`src/rtl/alu_req_arbiter_if.sv`:
```
// alu_req_arbiter_if
// Bundles every signal between the arbiter, its two clients and the shared ALU.
//   req0_*/req1_*  : operation request channels (valid/ready plus operands/command)
//   rsp0_*/rsp1_*  : response handshakes; rsp_res and flags are shared by both
//   alu_*          : ALU input pins (driven by the arbiter) and result pins (from ALU)
// Modports:
//   slave  - the arbiter's view
//   master - the environment's view (clients plus ALU)
interface alu_req_arbiter_if #(
  parameter int W = 8
);
  logic         req0_valid, req0_ready;
  logic [W-1:0] req0_opa, req0_opb;
  logic         req0_cin, req0_mode;
  logic [3:0]   req0_cmd;
  logic         req1_valid, req1_ready;
  logic [W-1:0] req1_opa, req1_opb;
  logic         req1_cin, req1_mode;
  logic [3:0]   req1_cmd;

  logic         rsp0_valid, rsp0_ready;
  logic         rsp1_valid, rsp1_ready;
  logic [W+1:0] rsp_res;
  logic         rsp_oflow, rsp_cout, rsp_g, rsp_l, rsp_e, rsp_err;

  logic         alu_cen;
  logic [W-1:0] alu_opa, alu_opb;
  logic         alu_cin, alu_mode;
  logic [3:0]   alu_cmd;
  logic [1:0]   alu_inp_valid;
  logic [W+1:0] alu_res;
  logic         alu_oflow, alu_cout, alu_g, alu_l, alu_e, alu_err;

  modport slave (
    input  req0_valid, req0_opa, req0_opb, req0_cin, req0_mode, req0_cmd,
    input  req1_valid, req1_opa, req1_opb, req1_cin, req1_mode, req1_cmd,
    output req0_ready, req1_ready,
    output rsp0_valid, rsp1_valid,
    input  rsp0_ready, rsp1_ready,
    output rsp_res, rsp_oflow, rsp_cout, rsp_g, rsp_l, rsp_e, rsp_err,
    output alu_cen, alu_opa, alu_opb, alu_cin, alu_mode, alu_cmd, alu_inp_valid,
    input  alu_res, alu_oflow, alu_cout, alu_g, alu_l, alu_e, alu_err
  );

  modport master (
    output req0_valid, req0_opa, req0_opb, req0_cin, req0_mode, req0_cmd,
    output req1_valid, req1_opa, req1_opb, req1_cin, req1_mode, req1_cmd,
    input  req0_ready, req1_ready,
    input  rsp0_valid, rsp1_valid,
    output rsp0_ready, rsp1_ready,
    input  rsp_res, rsp_oflow, rsp_cout, rsp_g, rsp_l, rsp_e, rsp_err,
    input  alu_cen, alu_opa, alu_opb, alu_cin, alu_mode, alu_cmd, alu_inp_valid,
    output alu_res, alu_oflow, alu_cout, alu_g, alu_l, alu_e, alu_err
  );
endinterface

```
`src/rtl/alu_req_arbiter.sv`:
```
// alu_req_arbiter
// Round-robin arbiter/sequencer for a shared W-bit ALU with two clients.
// One operation is in flight at a time: accept (IDLE), present both operands
// for one cycle (ISSUE), wait the command latency (WAIT), then hold the captured
// result for the granted client until it is consumed (RESP).
// Ports:
//   clk  - clock
//   rst  - synchronous active-high reset
//   bus  - alu_req_arbiter_if.slave (request, response and ALU pins)
module alu_req_arbiter #(
  parameter int W       = 8,
  parameter int LAT     = 1,
  parameter int MUL_LAT = 2
) (
  input logic           clk,
  input logic           rst,
  alu_req_arbiter_if.slave bus
);
  localparam int MAX_LAT = (MUL_LAT > LAT) ? MUL_LAT : LAT;
  localparam int CW      = $clog2(MAX_LAT + 1);

  typedef enum logic [1:0] {IDLE, ISSUE, WAIT, RESP} state_t;

  state_t        state_reg, state_next;
  logic          ptr_reg, gnt_reg;
  logic [CW-1:0] cnt_reg;
  logic [W-1:0]  opa_reg, opb_reg;
  logic          cin_reg, mode_reg;
  logic [3:0]    cmd_reg;
  logic [W+1:0]  res_reg;
  logic          oflow_reg, cout_reg, g_reg, l_reg, e_reg, err_reg;
  logic          cen_reg;

  logic [1:0]    req_valid, req_ready, rsp_valid, rsp_ready;
  logic [1:0]    inp_valid;
  logic          sel, accept, rsp_hs, is_mul, last_wait;

  assign req_valid = {bus.req1_valid, bus.req0_valid};
  assign rsp_ready = {bus.rsp1_ready, bus.rsp0_ready};

  // Pointer only breaks ties; a lone requester is always the one granted.
  assign sel = (&req_valid) ? ptr_reg : req_valid[1];

  genvar gi;
  generate
    for (gi = 0; gi < 2; gi++) begin : g_chan
      // Ready is withheld during reset so nothing is accepted into a clearing datapath.
      assign req_ready[gi] = (state_reg == IDLE) && !rst && req_valid[gi] && (sel == 1'(gi));
      assign rsp_valid[gi] = (state_reg == RESP) && (gnt_reg == 1'(gi));
    end
  endgenerate

  assign accept    = |req_ready;
  assign rsp_hs    = |(rsp_valid & rsp_ready);
  assign is_mul    = mode_reg && ((cmd_reg == 4'd9) || (cmd_reg == 4'd10));
  assign last_wait = (state_reg == WAIT) && (cnt_reg == CW'(1));

  always_comb begin
    state_next = state_reg;
    inp_valid  = 2'b00;
    case (state_reg)
      IDLE:  if (accept) state_next = ISSUE;
      ISSUE: begin
        inp_valid  = 2'b11;
        state_next = WAIT;
      end
      WAIT:  if (cnt_reg == CW'(1)) state_next = RESP;
      RESP:  if (rsp_hs) state_next = IDLE;
      default: state_next = IDLE;
    endcase
  end

  always_ff @(posedge clk) begin
    if (rst) begin
      state_reg <= IDLE;
      ptr_reg   <= 1'b0;
      gnt_reg   <= 1'b0;
      cnt_reg   <= '0;
      opa_reg   <= '0;
      opb_reg   <= '0;
      cin_reg   <= 1'b0;
      mode_reg  <= 1'b0;
      cmd_reg   <= 4'd0;
      res_reg   <= '0;
      oflow_reg <= 1'b0;
      cout_reg  <= 1'b0;
      g_reg     <= 1'b0;
      l_reg     <= 1'b0;
      e_reg     <= 1'b0;
      err_reg   <= 1'b0;
      cen_reg   <= 1'b0;
    end else begin
      state_reg <= state_next;
      cen_reg   <= 1'b1;
      // The ALU operand registers double as the request latch, so they change
      // only on acceptance and hold their value outside ISSUE.
      if (accept) begin
        gnt_reg  <= sel;
        opa_reg  <= sel ? bus.req1_opa  : bus.req0_opa;
        opb_reg  <= sel ? bus.req1_opb  : bus.req0_opb;
        cin_reg  <= sel ? bus.req1_cin  : bus.req0_cin;
        mode_reg <= sel ? bus.req1_mode : bus.req0_mode;
        cmd_reg  <= sel ? bus.req1_cmd  : bus.req0_cmd;
      end
      if (state_reg == ISSUE) begin
        cnt_reg <= is_mul ? CW'(MUL_LAT) : CW'(LAT);
      end else if (state_reg == WAIT) begin
        cnt_reg <= cnt_reg - CW'(1);
      end
      if (last_wait) begin
        res_reg   <= bus.alu_res;
        oflow_reg <= bus.alu_oflow;
        cout_reg  <= bus.alu_cout;
        g_reg     <= bus.alu_g;
        l_reg     <= bus.alu_l;
        e_reg     <= bus.alu_e;
        err_reg   <= bus.alu_err;
      end
      if (rsp_hs) ptr_reg <= ~gnt_reg;
    end
  end

  assign bus.req0_ready    = req_ready[0];
  assign bus.req1_ready    = req_ready[1];
  assign bus.rsp0_valid    = rsp_valid[0];
  assign bus.rsp1_valid    = rsp_valid[1];
  assign bus.rsp_res       = res_reg;
  assign bus.rsp_oflow     = oflow_reg;
  assign bus.rsp_cout      = cout_reg;
  assign bus.rsp_g         = g_reg;
  assign bus.rsp_l         = l_reg;
  assign bus.rsp_e         = e_reg;
  assign bus.rsp_err       = err_reg;
  assign bus.alu_cen       = cen_reg;
  assign bus.alu_opa       = opa_reg;
  assign bus.alu_opb       = opb_reg;
  assign bus.alu_cin       = cin_reg;
  assign bus.alu_mode      = mode_reg;
  assign bus.alu_cmd       = cmd_reg;
  assign bus.alu_inp_valid = inp_valid;
endmodule

```
`src/flat_wrapper.sv`:
```
// flat-port wrapper written by rule: the top's interface ports become plain ports
module alu_req_arbiter_flat 
#(
  parameter int W       = 8,
  parameter int LAT     = 1,
  parameter int MUL_LAT = 2
)
  (clk, rst, bus_req0_valid, bus_req0_opa, bus_req0_opb, bus_req0_cin, bus_req0_mode, bus_req0_cmd, bus_req1_valid, bus_req1_opa, bus_req1_opb, bus_req1_cin, bus_req1_mode, bus_req1_cmd, bus_req0_ready, bus_req1_ready, bus_rsp0_valid, bus_rsp1_valid, bus_rsp0_ready, bus_rsp1_ready, bus_rsp_res, bus_rsp_oflow, bus_rsp_cout, bus_rsp_g, bus_rsp_l, bus_rsp_e, bus_rsp_err, bus_alu_cen, bus_alu_opa, bus_alu_opb, bus_alu_cin, bus_alu_mode, bus_alu_cmd, bus_alu_inp_valid, bus_alu_res, bus_alu_oflow, bus_alu_cout, bus_alu_g, bus_alu_l, bus_alu_e, bus_alu_err);
  alu_req_arbiter_if #(.W(W)) bus_i ();
  input logic clk;
  input logic rst;
  input wire logic [$bits(bus_i.req0_valid)-1:0] bus_req0_valid;
  input wire logic [$bits(bus_i.req0_opa)-1:0] bus_req0_opa;
  input wire logic [$bits(bus_i.req0_opb)-1:0] bus_req0_opb;
  input wire logic [$bits(bus_i.req0_cin)-1:0] bus_req0_cin;
  input wire logic [$bits(bus_i.req0_mode)-1:0] bus_req0_mode;
  input wire logic [$bits(bus_i.req0_cmd)-1:0] bus_req0_cmd;
  input wire logic [$bits(bus_i.req1_valid)-1:0] bus_req1_valid;
  input wire logic [$bits(bus_i.req1_opa)-1:0] bus_req1_opa;
  input wire logic [$bits(bus_i.req1_opb)-1:0] bus_req1_opb;
  input wire logic [$bits(bus_i.req1_cin)-1:0] bus_req1_cin;
  input wire logic [$bits(bus_i.req1_mode)-1:0] bus_req1_mode;
  input wire logic [$bits(bus_i.req1_cmd)-1:0] bus_req1_cmd;
  output wire logic [$bits(bus_i.req0_ready)-1:0] bus_req0_ready;
  output wire logic [$bits(bus_i.req1_ready)-1:0] bus_req1_ready;
  output wire logic [$bits(bus_i.rsp0_valid)-1:0] bus_rsp0_valid;
  output wire logic [$bits(bus_i.rsp1_valid)-1:0] bus_rsp1_valid;
  input wire logic [$bits(bus_i.rsp0_ready)-1:0] bus_rsp0_ready;
  input wire logic [$bits(bus_i.rsp1_ready)-1:0] bus_rsp1_ready;
  output wire logic [$bits(bus_i.rsp_res)-1:0] bus_rsp_res;
  output wire logic [$bits(bus_i.rsp_oflow)-1:0] bus_rsp_oflow;
  output wire logic [$bits(bus_i.rsp_cout)-1:0] bus_rsp_cout;
  output wire logic [$bits(bus_i.rsp_g)-1:0] bus_rsp_g;
  output wire logic [$bits(bus_i.rsp_l)-1:0] bus_rsp_l;
  output wire logic [$bits(bus_i.rsp_e)-1:0] bus_rsp_e;
  output wire logic [$bits(bus_i.rsp_err)-1:0] bus_rsp_err;
  output wire logic [$bits(bus_i.alu_cen)-1:0] bus_alu_cen;
  output wire logic [$bits(bus_i.alu_opa)-1:0] bus_alu_opa;
  output wire logic [$bits(bus_i.alu_opb)-1:0] bus_alu_opb;
  output wire logic [$bits(bus_i.alu_cin)-1:0] bus_alu_cin;
  output wire logic [$bits(bus_i.alu_mode)-1:0] bus_alu_mode;
  output wire logic [$bits(bus_i.alu_cmd)-1:0] bus_alu_cmd;
  output wire logic [$bits(bus_i.alu_inp_valid)-1:0] bus_alu_inp_valid;
  input wire logic [$bits(bus_i.alu_res)-1:0] bus_alu_res;
  input wire logic [$bits(bus_i.alu_oflow)-1:0] bus_alu_oflow;
  input wire logic [$bits(bus_i.alu_cout)-1:0] bus_alu_cout;
  input wire logic [$bits(bus_i.alu_g)-1:0] bus_alu_g;
  input wire logic [$bits(bus_i.alu_l)-1:0] bus_alu_l;
  input wire logic [$bits(bus_i.alu_e)-1:0] bus_alu_e;
  input wire logic [$bits(bus_i.alu_err)-1:0] bus_alu_err;
  assign bus_i.req0_valid = bus_req0_valid;
  assign bus_i.req0_opa = bus_req0_opa;
  assign bus_i.req0_opb = bus_req0_opb;
  assign bus_i.req0_cin = bus_req0_cin;
  assign bus_i.req0_mode = bus_req0_mode;
  assign bus_i.req0_cmd = bus_req0_cmd;
  assign bus_i.req1_valid = bus_req1_valid;
  assign bus_i.req1_opa = bus_req1_opa;
  assign bus_i.req1_opb = bus_req1_opb;
  assign bus_i.req1_cin = bus_req1_cin;
  assign bus_i.req1_mode = bus_req1_mode;
  assign bus_i.req1_cmd = bus_req1_cmd;
  assign bus_req0_ready = bus_i.req0_ready;
  assign bus_req1_ready = bus_i.req1_ready;
  assign bus_rsp0_valid = bus_i.rsp0_valid;
  assign bus_rsp1_valid = bus_i.rsp1_valid;
  assign bus_i.rsp0_ready = bus_rsp0_ready;
  assign bus_i.rsp1_ready = bus_rsp1_ready;
  assign bus_rsp_res = bus_i.rsp_res;
  assign bus_rsp_oflow = bus_i.rsp_oflow;
  assign bus_rsp_cout = bus_i.rsp_cout;
  assign bus_rsp_g = bus_i.rsp_g;
  assign bus_rsp_l = bus_i.rsp_l;
  assign bus_rsp_e = bus_i.rsp_e;
  assign bus_rsp_err = bus_i.rsp_err;
  assign bus_alu_cen = bus_i.alu_cen;
  assign bus_alu_opa = bus_i.alu_opa;
  assign bus_alu_opb = bus_i.alu_opb;
  assign bus_alu_cin = bus_i.alu_cin;
  assign bus_alu_mode = bus_i.alu_mode;
  assign bus_alu_cmd = bus_i.alu_cmd;
  assign bus_alu_inp_valid = bus_i.alu_inp_valid;
  assign bus_i.alu_res = bus_alu_res;
  assign bus_i.alu_oflow = bus_alu_oflow;
  assign bus_i.alu_cout = bus_alu_cout;
  assign bus_i.alu_g = bus_alu_g;
  assign bus_i.alu_l = bus_alu_l;
  assign bus_i.alu_e = bus_alu_e;
  assign bus_i.alu_err = bus_alu_err;
  alu_req_arbiter #(.W(W), .LAT(LAT), .MUL_LAT(MUL_LAT)) u_core (.clk(clk), .rst(rst), .bus(bus_i));
endmodule
```
`config.mk`:
```
export PLATFORM = sky130hd
export DESIGN_NAME = alu_req_arbiter_flat
export DESIGN_NICKNAME = d
export VERILOG_FILES = /design/src/rtl/alu_req_arbiter_if.sv /design/src/rtl/alu_req_arbiter.sv /design/src/flat_wrapper.sv
export SDC_FILE = /design/constraint.sdc
export NUM_CORES = 1
export LEC_CHECK = 0
export CAP_MARGIN = 20
export CORE_MARGIN = 3
export CORE_UTILIZATION = 40
export CTS_BUF_LIST = sky130_fd_sc_hd__clkbuf_2 sky130_fd_sc_hd__clkbuf_4 sky130_fd_sc_hd__clkbuf_8
export DETAILED_ROUTE_END_ITERATION = 6
export PLACE_DENSITY_LB_ADDON = 0.25
export SLEW_MARGIN = 15
export SYNTH_ARGS = -nofsm -noshare
export SYNTH_HDL_FRONTEND = slang
export SYNTH_SLANG_ARGS = --single-unit
```
`constraint.sdc`:
```
create_clock -name clk -period 4.9 [get_ports clk]
set_clock_uncertainty 0.15 [all_clocks]
set_input_delay 0.49 -clock clk [delete_from_list [all_inputs] [get_ports clk]]
set_output_delay 0.49 -clock clk [all_outputs]
set_load 0.02 [all_outputs]
```
Word-level counts from Yosys, hierarchy flattened. Index checks and enable logic that the tools add are counted.

Add/sub/neg operators: 1. Eq/ne operators: 9. Mux-type cells: 15. Bitwise operators: 3. Reductions and logical operators: 17.

Operator list (count): 2-to-1 mux 8 bit (2); 2-to-1 mux 2 bit (7); logical AND 1 bit (9); equality test 4 bit, second input constant (2); one-hot mux 2 bit (4 select lines) (1); equality test 2 x 1 -> 1 bit, second input constant (2); equality test 2 bit, second input constant (2); 2-to-1 mux 1 bit (4); 2-to-1 mux 4 bit (1); inequality test 2 x 1 -> 1 bit, second input constant (2); OR reduction 2 bit (2); AND reduction 3 bit (1); bitwise AND 2 bit (1); zero test 2 bit (1); inequality test 2 bit, second input constant (1); inverter 1 bit (2); AND reduction 2 bit (1); nonzero test 2 bit (1); subtractor 2 x 1 -> 2 bit, second input constant (1); zero test 1 bit (1); logical OR 1 bit (1).

Register bits: 45. Output and inout port bits: 45. Word-level logic and storage cells: 62.

Longest topological paths before layout. Gate-level depths: netlist of run 1.

Depth in word-level cells: 7. Depth in mapped cells: 7.

Worst setup path before layout of run 1. OpenSTA, ideal clock, no wires.

Path type: reg2out. Start: register u_core.state_reg[0]. End: output bus_req0_ready. Arrival time: 1.466 ns. Data required time: 4.260 ns. Setup slack: 2.794 ns. Cell stages (with the launch flop): 8. Path buffers: 2. Cell sequence: dfxtp_1 inv_1 ha_1 nor2b_1 buf_2 buf_2 nand2_1 a21oi_1.

Cells in the longest elaborated chain, start to end: 4.

RTL lines: start, declared (RTL line alu_req_arbiter.sv:24) `state_t state_reg, state_next;`; start signal, assigned (RTL line alu_req_arbiter.sv:93) `state_reg <= state_next;`; zero test 2 bit (RTL line alu_req_arbiter.sv:48) `assign req_ready[gi] = (state_reg == IDLE) && !rst && req_valid[gi] && (sel == 1'(gi));`; logical AND 1 bit (3 in series) (RTL line alu_req_arbiter.sv:48); end, declared (RTL line flat_wrapper.sv:24) `output wire logic [$bits(bus_i.req0_ready)-1:0] bus_req0_ready;`.

Every way passes these cells.

Worst setup path in the final report of run 1. Same ends and word-level chain as after synthesis.

==> run summary, run 1 <==
Run status - complete, no violations
Top sig layer - met4
M1 WL - 2810 um
Slew headroom - 30.2%
Yosys top cell area share - 40.4%
Setup repair after global routing missed its margin - false
Die H - 80.7 um
Min cycle time layout - 3.51 ns
Starting Density - 42.6%
Routed wl met2 - 2830 um
Largest net degree at the start of global routing - 44
EDFF count, synth - 0
Combinational share of power - 46.7%
Sequential fraction of the synthesis area - 40.4%
Clock Sinks - 45
Vias - 2236
Post-layout util - 64.5%
Postcts setup bufs - 0
Setup violators final - 0
Sequential standard cell area - 901 sq um
Max Root-Sink Buffers - 2
Synth Register Bits - 45
1st-iter DRT viols - 74
Type of the worst min-delay path - reg2reg
Crit start category - flop
Synth area leaders - dfxtp_1 40%, a311oi_2 13%, a21oi_1 9.0%
Number of synthesis warnings - 0
Clock Power Share - 16.9%
First-pass GRT wire length - 9840 um
Antenna diodes - 0
Multi-input logic area - 0.00117 sq mm
Sw Pwr - 0.497 mW
Routed Antenna Nets - 0
CTS H-tree depth - 2
Switching share of power - 37.5%
Int Pwr - 0.829 mW
GP Congestion - 0.820
Main synth FF type - dfxtp_1
Arrival @ worst endpoint - 2.87 ns
# fillers - 453
Distinct cells, synth - 32
Total Routing Usage GR - 19.0%
Synth area leader - dfxtp_1
Core ar. - 0.00524 sq mm
Max reg flops - 10
Total CTS buffers - 5
Placement row count - 26
CTS tree - built
Final hold vios - 0
WL/cell - 15.0 um
Ports - 111
Clock root cell - clkbuf_8
Die area - 0.00651 sq mm
Max Clk Rate - 0.285 GHz
Mapped Nets - 329
Clock Pin Slew Worst Setup and Hold Paths - 0.08 ns
Post_cts resized - 0
Worst endpoint required time - 4.26 ns
Max-cap violation count - 0
Post-synth top cells - 45 x dfxtp_1, 40 x a21oi_1, 39 x nand2_1
Layout area overhead - 51.4%
Post-Syn Area per Cell - 8.68 sq um
Synth Instances - 257
Nets - 421
Pwr dens - 393 mW/mm^2
Crit. End Element - output port
Routed wire length - 6290 um
Mean number of vias per cell - 5.32
Share of synthesized flip-flops with an asynchronous set or reset - 0%
PortBufs - 110
Residual DRC - 0
Sequential power share - 36.4%
Final Max Slew Viols - 0
Initial antenna violation count - 0
Peak VDD IR - 0.231 mV
Tcrit/Tclk final - 71.5%
Clk_lat worst skew - 0.29 ns
Top-count cell post-synth - dfxtp_1
Largest fanout on the critical path - 25
Gr ovfl total - 0
Drt first pass iters - 5
DR WL met3 - 601 um
Vias in the first global route - 2097
Setup TNS - 0 ns
WS Path Type - reg2out
Hold Buf Count CTS - 0
Layout cells sized above 1 - 9.71%
Chip Width - 80.7 um
Worst-margin pin slew - 1.04 ns
Cell area after synthesis - 0.00223 sq mm
Static leakage power - 1.15 nW
HPWL Detailed - 4290 um
==> kinds of logic after synthesis <==
kind of cell	synth area share (%)
multiplexers	1.35
buffers and inverters	7.46
adder cells (fa/ha/maj)	3.37
XOR/XNOR	0.393
AND/OR/NAND/NOR	15.5
AO/OA/AOI/OAI	31.6
flip-flops	40.4
==> routing by layer <==
layer | vias up | track usage (%)
li1 | 1098 | -
met1 | 1036 | 23.8
met2 | 95 | 31.0
met3 | 7 | 6.50
met4 | 0 | 4.90
met5 | - | 0
==> power by group through the flow <==
stage	Clock [mW]	Sequential (mW)	Combinational, mW
floorplan	0	0.544	0.345
global placement	0	0.488	0.605
detailed placement	0	0.489	0.617
CTS	0.232	0.482	0.621
global route	0.250	0.493	0.665
finish	0.224	0.483	0.619
==> through the flow <==
stage | worst slack, ns | instances | total power [mW] | instance area (sq um) | hold WS [ns]
floorplan | 2.79 | 257 | 0.890 | 2230 | 0.318
global route | 1.31 | 420 | 1.41 | 3380 | 0.324
global placement | 1.71 | 412 | 1.09 | 3290 | 0.292
CTS | 1.43 | 420 | 1.34 | 3380 | 0.308
detailed placement | 1.68 | 412 | 1.11 | 3290 | 0.298
finish | 1.39 | 420 | 1.33 | 3380 | 0.302
==> placed cells by master (no fill, tap or decap), types with 2 or more instances in the layout <==
| master | n |
|---|---|
| a21oi_1 | 40 |
| a311oi_1 | 2 |
| a311oi_2 | 20 |
| and2_1 | 2 |
| buf_4 | 2 |
| clkbuf_8 | 5 |
| clkdlybuf4s50_1 | 109 |
| clkinv_2 | 2 |
| dfxtp_1 | 45 |
| ha_1 | 6 |
| inv_1 | 7 |
| mux2i_1 | 3 |
| nand2_1 | 39 |
| nand2b_1 | 2 |
| nand3_1 | 22 |
| nor2_1 | 2 |
| nor2b_1 | 2 |
| o21ai_0 | 23 |
| o22ai_1 | 2 |
==> worst max-delay path, cell delays in order (launching register included) <==
cell and delay (ns):
dfxtp_1 0.35, inv_1 0.13, ha_1 0.25, nor2b_2 0.87, nand2_1 0.16, a21oi_1 0.16
clkdlybuf4s50_1 0.64
==> worst paths after layout <==
kind | slack, ns | end | from | cells past startpoint
max | 1.39 | bus_req0_ready | u_core.state_reg[0]$_SDFFE_PP0P_ | 6
min | 0.30 | u_core.bus.rsp_res[9]$_SDFFE_PP0P_ | u_core.bus.rsp_res[9]$_SDFFE_PP0P_ | 2
max reg2reg | 2.29 | u_core.bus.alu_cmd[0]$_SDFFE_PP0P_ | u_core.state_reg[0]$_SDFFE_PP0P_ | 5
min reg2reg | 0.30 | u_core.bus.rsp_res[9]$_SDFFE_PP0P_ | u_core.bus.rsp_res[9]$_SDFFE_PP0P_ | 2
==> area by class of cell <==
| class | count | area share, % |
|---|---|---|
| Tap cell | 70 | 2.59 |
| Inverter | 7 | 0.778 |
| Timing Repair Buffer | 112 | 32.9 |
| Sequential cell | 45 | 26.7 |
| Multi-Input combinational cell | 178 | 34.5 |
| Clock buffer | 6 | 2.26 |
| Clock inverter | 2 | 0.296 |
Power figures use the tool's default switching activity.
==> inputs of run 2 (changes only) <==
--- a/config.mk
+++ b/config.mk
@@ -7,7 +7,7 @@
 export LEC_CHECK = 0
 export CAP_MARGIN = 20
 export CORE_MARGIN = 3
-export CORE_UTILIZATION = 40
+export CORE_UTILIZATION = 37
 export CTS_BUF_LIST = sky130_fd_sc_hd__clkbuf_2 sky130_fd_sc_hd__clkbuf_4 sky130_fd_sc_hd__clkbuf_8
 export DETAILED_ROUTE_END_ITERATION = 6
 export PLACE_DENSITY_LB_ADDON = 0.25
==> constraint.sdc (replaced) <==
create_clock -name clk -period 3.2 [get_ports clk]
set_clock_uncertainty 0.15 [all_clocks]
set_input_delay 0.32 -clock clk [delete_from_list [all_inputs] [get_ports clk]]
set_output_delay 0.32 -clock clk [all_outputs]
set_load 0.02 [all_outputs]
==> run 2 against run 1 <==
  * Cell count is 1.4% higher
  * Sequential share of layout area down 0.37 points
  * Utilization decreased by 4.1 points
  * Hold slack improved by 0.0038 ns
  * Via count is 1.2% higher
  * Critical path type unchanged
  * Highest routed layer unchanged
==> run summary, run 2 (synthesized netlist as in run 1, its figures left out) <==
Setup repair after global routing missed its margin - false
Clock Sinks - 45
Largest net degree at the start of global routing - 44
Worst-margin pin slew - 0.646 ns
HPWL Detailed - 4560 um
Starting Density - 39.3%
Worst endpoint required time - 2.73 ns
Min-delay src - u_core.bus.rsp_l$_SDFFE_PP0P_
GP Congestion - 0.792
Critical path's slowest cell - clkdlybuf4s50_1
WL/cell - 15.1 um
Cells after DPL - 418
Switching share of power - 36.9%
Highest-count cells in the layout ignoring fill and taps - 109 x clkdlybuf4s50_1, 45 x dfxtp_1, 40 x a21oi_1
Die H - 83.7 um
Ordered cell list for the critical path - inv_1 -> ha_1 -> nor2b_2 -> buf_4 -> and3_1 -> clkdlybuf4s50_1
Clock Power Share - 18.6%
Drt first pass iters - 4
Antenna diodes - 0
Layout cells sized above 1 - 10.7%
Hold Buf Count CTS - 0
CTS tree - built
Chip Width - 83.7 um
Sequential standard cell area - 901 sq um
Setup violators final - 0
Non-Filler Instances - 426
CP max stage delay - 0.60 ns
Mean number of vias per cell - 5.31
First-pass GRT wire length - 10300 um
Nets - 425
Clock root cell - clkbuf_8
Internal reg-to-reg setup slack - 1.21 ns
Residual DRC - 0
Type of the worst min-delay path - reg2reg
Most common cell after layout, fill and taps aside - clkdlybuf4s50_1
Final hold vios - 0
Final Max Slew Viols - 0
Reg2reg path depth - 6
Tcrit/Tclk final - 83.6%
Arrival @ worst endpoint - 2.20 ns
Max-cap violation count - 0
Gr ovfl total - 0
Postcts setup bufs - 0
Multi-input logic area - 0.00117 sq mm
Static leakage power - 1.17 nW
Crit. End Element - output port
Total CTS buffers - 5
Die area - 0.00700 sq mm
Sw Pwr - 0.770 mW
Clk_lat worst skew - 0.30 ns
Sequential power share - 35.3%
1st-iter DRT viols - 100
RR Startpoint - u_core.state_reg[0]$_SDFFE_PP0P_
Max Clk Rate - 0.374 GHz
Run status - complete, no violations
Setup TNS - 0 ns
Ports - 111
Max Root-Sink Buffers - 2
Routed wire length - 6450 um
Min cycle time layout - 2.67 ns
Peak VDD IR - 0.317 mV
PortBufs - 110
R2r endpoint - u_core.bus.alu_opb[2]$_SDFFE_PP0P_
Worst Hold End - u_core.bus.rsp_l$_SDFFE_PP0P_
Routed Antenna Nets - 0
Max reg flops - 10
Initial antenna violation count - 0
Hold path cells - 2
Placement row count - 27
Core ar. - 0.00568 sq mm
# fillers - 514
Vias - 2263
Post_cts resized - 0
Combinational share of power - 46.0%
Total Routing Usage GR - 17.7%
Clock Pin Slew Worst Setup and Hold Paths - 0.08 ns
WS Path Type - reg2out
Vias in the first global route - 2078
Int Pwr - 1.32 mW
CTS H-tree depth - 2
Slew headroom - 57.0%
Crit start category - flop
Pwr dens - 610 mW/mm^2
Layout area overhead - 53.6%
Largest fanout on the critical path - 14
-- run 2: cell count changes in the layout (fill, tap and decap cells not counted), sizes merged --
cell    change
buf         +4
clkbuf      +1
clkinv      -1
-- run 2: worst max-delay path by stage --
| stage | startpoint | end | slack [ns] | cells after the start |
|---|---|---|---|---|
| after global placement | bus_req1_valid | u_core.bus.alu_opb[2]$_SDFFE_PP0P_ | 0.90 | 5 |
| after detailed placement | bus_req1_valid | u_core.bus.alu_opb[2]$_SDFFE_PP0P_ | 0.82 | 5 |
| after global routing | u_core.state_reg[0]$_SDFFE_PP0P_ | bus_req1_ready | 0.41 | 6 |
| after CTS | u_core.state_reg[0]$_SDFFE_PP0P_ | bus_req1_ready | 0.52 | 6 |
| after floorplan | u_core.state_reg[0]$_SDFFE_PP0P_ | bus_req0_ready | 1.26 | 7 |
| final | u_core.state_reg[0]$_SDFFE_PP0P_ | bus_req1_ready | 0.53 | 6 |
-- run 2: stage by stage --
| stage | setup slack [ns] | total power [mW] | util [%] | hold slack, ns | cell area (sq um) |
|---|---|---|---|---|---|
| 6_report | 0.526 | 2.09 | 60.4 | 0.306 | 3430 |
| 5_1_grt | 0.406 | 2.21 | 60.4 | 0.326 | 3430 |
| 4_1_cts | 0.515 | 2.10 | 60.4 | 0.310 | 3430 |
| 3_5_place_dp | 0.823 | 1.71 | 58.6 | 0.298 | 3320 |
| 3_3_place_gp | 0.904 | 1.69 | 58.6 | 0.291 | 3320 |
| 2_1_floorplan | 1.26 | 1.36 | - | 0.306 | 2230 |
-- run 2: routing by layer --
metal,GRT usage (%),share of wire [%],vias up
li1,-,-,1110
met1,22.3,45,1040
met2,28.9,45,106
met3,6.12,9.3,7
met4,4.39,0.84,0
met5,0,0,-
-- run 2: final cells by class --
class / count / area share (%)
clock inverters: 1 / 0.146
multi-input cells: 178 / 34.0
inverters: 7 / 0.767
well taps: 72 / 2.63
clock buffers: 7 / 2.81
repair buffers: 116 / 33.3
flip-flops and latches: 45 / 26.3
-- run 2: power groups by stage --
stage                     sequential (mW)  combinational (mW)  clock (mW)
after floorplan                     0.833               0.529           0
after global placement              0.749               0.946           0
after detailed placement            0.749               0.965           0
after CTS                           0.738               0.968       0.396
after global routing                0.751                1.04       0.415
final                               0.738               0.962       0.389
-- run 2: critical path, delay by kind of cell (launching register included) --
| family | cells | cell delay [ns] |
|---|---|---|
| buf+inv | 3 | 0.94 |
| simple gates | 2 | 0.40 |
| flops | 1 | 0.34 |
| fa+ha+maj | 1 | 0.23 |
==> inputs of run 3 (changes only) <==
--- a/config.mk
+++ b/config.mk
@@ -7,7 +7,7 @@
 export LEC_CHECK = 0
 export CAP_MARGIN = 20
 export CORE_MARGIN = 3
-export CORE_UTILIZATION = 37
+export CORE_UTILIZATION = 40
 export CTS_BUF_LIST = sky130_fd_sc_hd__clkbuf_2 sky130_fd_sc_hd__clkbuf_4 sky130_fd_sc_hd__clkbuf_8
 export DETAILED_ROUTE_END_ITERATION = 6
 export PLACE_DENSITY_LB_ADDON = 0.25
==> constraint.sdc (replaced) <==
create_clock -name clk -period 2.5 [get_ports clk]
set_clock_uncertainty 0.15 [all_clocks]
set_input_delay 0.25 -clock clk [delete_from_list [all_inputs] [get_ports clk]]
set_output_delay 0.25 -clock clk [all_outputs]
set_load 0.02 [all_outputs]
==> run 3 against run 2 <==
  * Worst setup slack lost 0.30 ns
  * Critical path depth is the same
  * Routed wire length is 0.91% higher
  * Count of clock-buffer cells in the layout down 2
  * Non-clock buffer count grew 2
  * Combinational power rose by 29%
  * Hold slack worse by 0.0036 ns
  * Die area fell by 7.0%
  * Sequential power is 29% higher
  * Clock power rose by 37%
  * Cell area rose by 0.47%
  * Global-route usage grew 2.3 points
==> run summary, run 3 (synthesized netlist as in run 1, its figures left out) <==
Placed Instance Area - 0.00334 sq mm
Clock Sinks - 45
Chip Width - 80.7 um
Type of the worst min-delay path - reg2reg
Max reg flops - 10
Switching share of power - 36.3%
Sw Pwr - 0.989 mW
Worst-margin pin slew - 0.580 ns
Die H - 80.7 um
Cell area after layout - 0.00344 sq mm
Clock Power Share - 19.5%
Clock Pin Slew Worst Setup and Hold Paths - 0.09 ns
1st-iter DRT viols - 99
Hold path cells - 2
Final Max Slew Viols - 0
Vias - 2260
Clk_lat worst skew - 0.30 ns
Peak VDD IR - 0.427 mV
Die area - 0.00651 sq mm
Pre-CTS setup slack - 0.300 ns
Sequential standard cell area - 901 sq um
HPWL Detailed - 4730 um
Internal reg-to-reg setup slack - 0.46 ns
WS Path Type - reg2out
Most common cell after layout, fill and taps aside - clkdlybuf4s50_1
Tcrit/Tclk final - 90.9%
Int Pwr - 1.73 mW
Largest net degree at the start of global routing - 44
Crit start category - flop
Worst endpoint required time - 2.10 ns
First-pass GRT wire length - 10100 um
Layout cells sized above 1 - 11.0%
Pwr dens - 791 mW/mm^2
Starting Density - 42.6%
Ports - 111
Cells after DPL - 418
Initial antenna violation count - 0
Setup TNS - 0 ns
Setup violators final - 0
Largest fanout on the critical path - 6
Drt first pass iters - 4
Multi-input logic area - 0.00117 sq mm
Final hold vios - 0
Max Root-Sink Buffers - 2
Antenna diodes - 0
Mean number of vias per cell - 5.32
Core ar. - 0.00524 sq mm
Total Routing Usage GR - 20.0%
Gr ovfl total - 0
Sequential power share - 34.8%
Non-Filler Instances - 425
Nets - 427
Residual DRC - 0
Slew headroom - 61.3%
Layout area overhead - 54.3%
Highest-count cells in the layout ignoring fill and taps - 107 x clkdlybuf4s50_1, 45 x dfxtp_1, 40 x a21oi_1
Reg2reg path depth - 6
Overall power - 2.72 mW
PortBufs - 110
Max-cap violation count - 0
Static leakage power - 1.20 nW
WL/cell - 15.3 um
Routed Antenna Nets - 0
Max Clk Rate - 0.440 GHz
Routed wire length - 6510 um
CTS tree - built
Total CTS buffers - 5
Clock root cell - clkbuf_8
Setup repair after global routing missed its margin - false
# fillers - 459
Vias in the first global route - 2223
Min cycle time layout - 2.27 ns
GP Congestion - 0.751
CTS H-tree depth - 2
Combinational share of power - 45.6%
Crit. End Element - output port
Run status - complete, no violations
Arrival @ worst endpoint - 1.87 ns
Postcts setup bufs - 0
Placement row count - 26
Final WS setup - 0.228 ns
## run 3: cell count changes in the layout (fill, tap and decap cells not counted)
cell             previous run  this run
buf_4                       6         8
bufinv_16                   0         1
clkbuf_8                    7         5
clkdlybuf4s50_1           109       107
dlygate4sd2_1               0         1
dlymetal6s2s_1              0         1
## run 3: timing repair
item                                    4_1_cts  5_1_grt
hold buffers                                  0        0
hold endpoints to repair                      0        0
gates resized for setup                       1        1
gates cloned                                  0        0
endpoints found under the setup margin        1        1
## run 3: area by class of cell
class                   instances  share of cell area, %
clock buffers                   5                   2.00
flip-flops and latches         45                   26.2
inverters                       7                  0.763
multi-input cells             178                   33.9
clock inverters                 2                   1.02
well taps                      70                   2.54
repair buffers                118                   33.6
## run 3: power groups by stage
stage / Sequential (mW) / Combinational (mW) / Clock [mW]
after floorplan: 1.07 / 0.677 / 0
after global placement: 0.957 / 1.22 / 0
after detailed placement: 0.959 / 1.25 / 0
after CTS: 0.946 / 1.25 / 0.542
after global routing: 0.966 / 1.34 / 0.574
final: 0.949 / 1.24 / 0.532
## run 3: layer usage
metal  up-vias  GRT usage [%]  share of wire, %
li1       1116              -                 -
met1      1027           23.0                40
met2       107           33.7                47
met3        10           8.07                11
met4         0           6.25               1.4
met5         -              0                 0
## run 3: per-stage QoR
step | utilization (%) | hold slack, ns
after floorplan | - | 0.236
after global placement | 63.7 | 0.291
after detailed placement | 63.7 | 0.298
after CTS | 65.7 | 0.309
after global routing | 65.7 | 0.320
final | 65.7 | 0.302
## run 3: final timing paths
kind,startpoint,end
worst max register to register,u_core.state_reg[1]$_SDFFE_PP0P_,u_core.bus.alu_opb[3]$_SDFFE_PP0P_
worst min register to register,u_core.bus.rsp_res[9]$_SDFFE_PP0P_,u_core.bus.rsp_res[9]$_SDFFE_PP0P_
worst min-delay path,u_core.bus.rsp_res[9]$_SDFFE_PP0P_,u_core.bus.rsp_res[9]$_SDFFE_PP0P_
worst max-delay path,u_core.state_reg[0]$_SDFFE_PP0P_,bus_req1_ready
## run 3: critical path, stage by stage (launching register included)
cell and delay (ns):
dfxtp_1 0.39, inv_1 0.10, ha_1 0.26, nor2b_2 0.19
buf_4 0.15, and3_1 0.17, dlygate4sd2_1 0.31
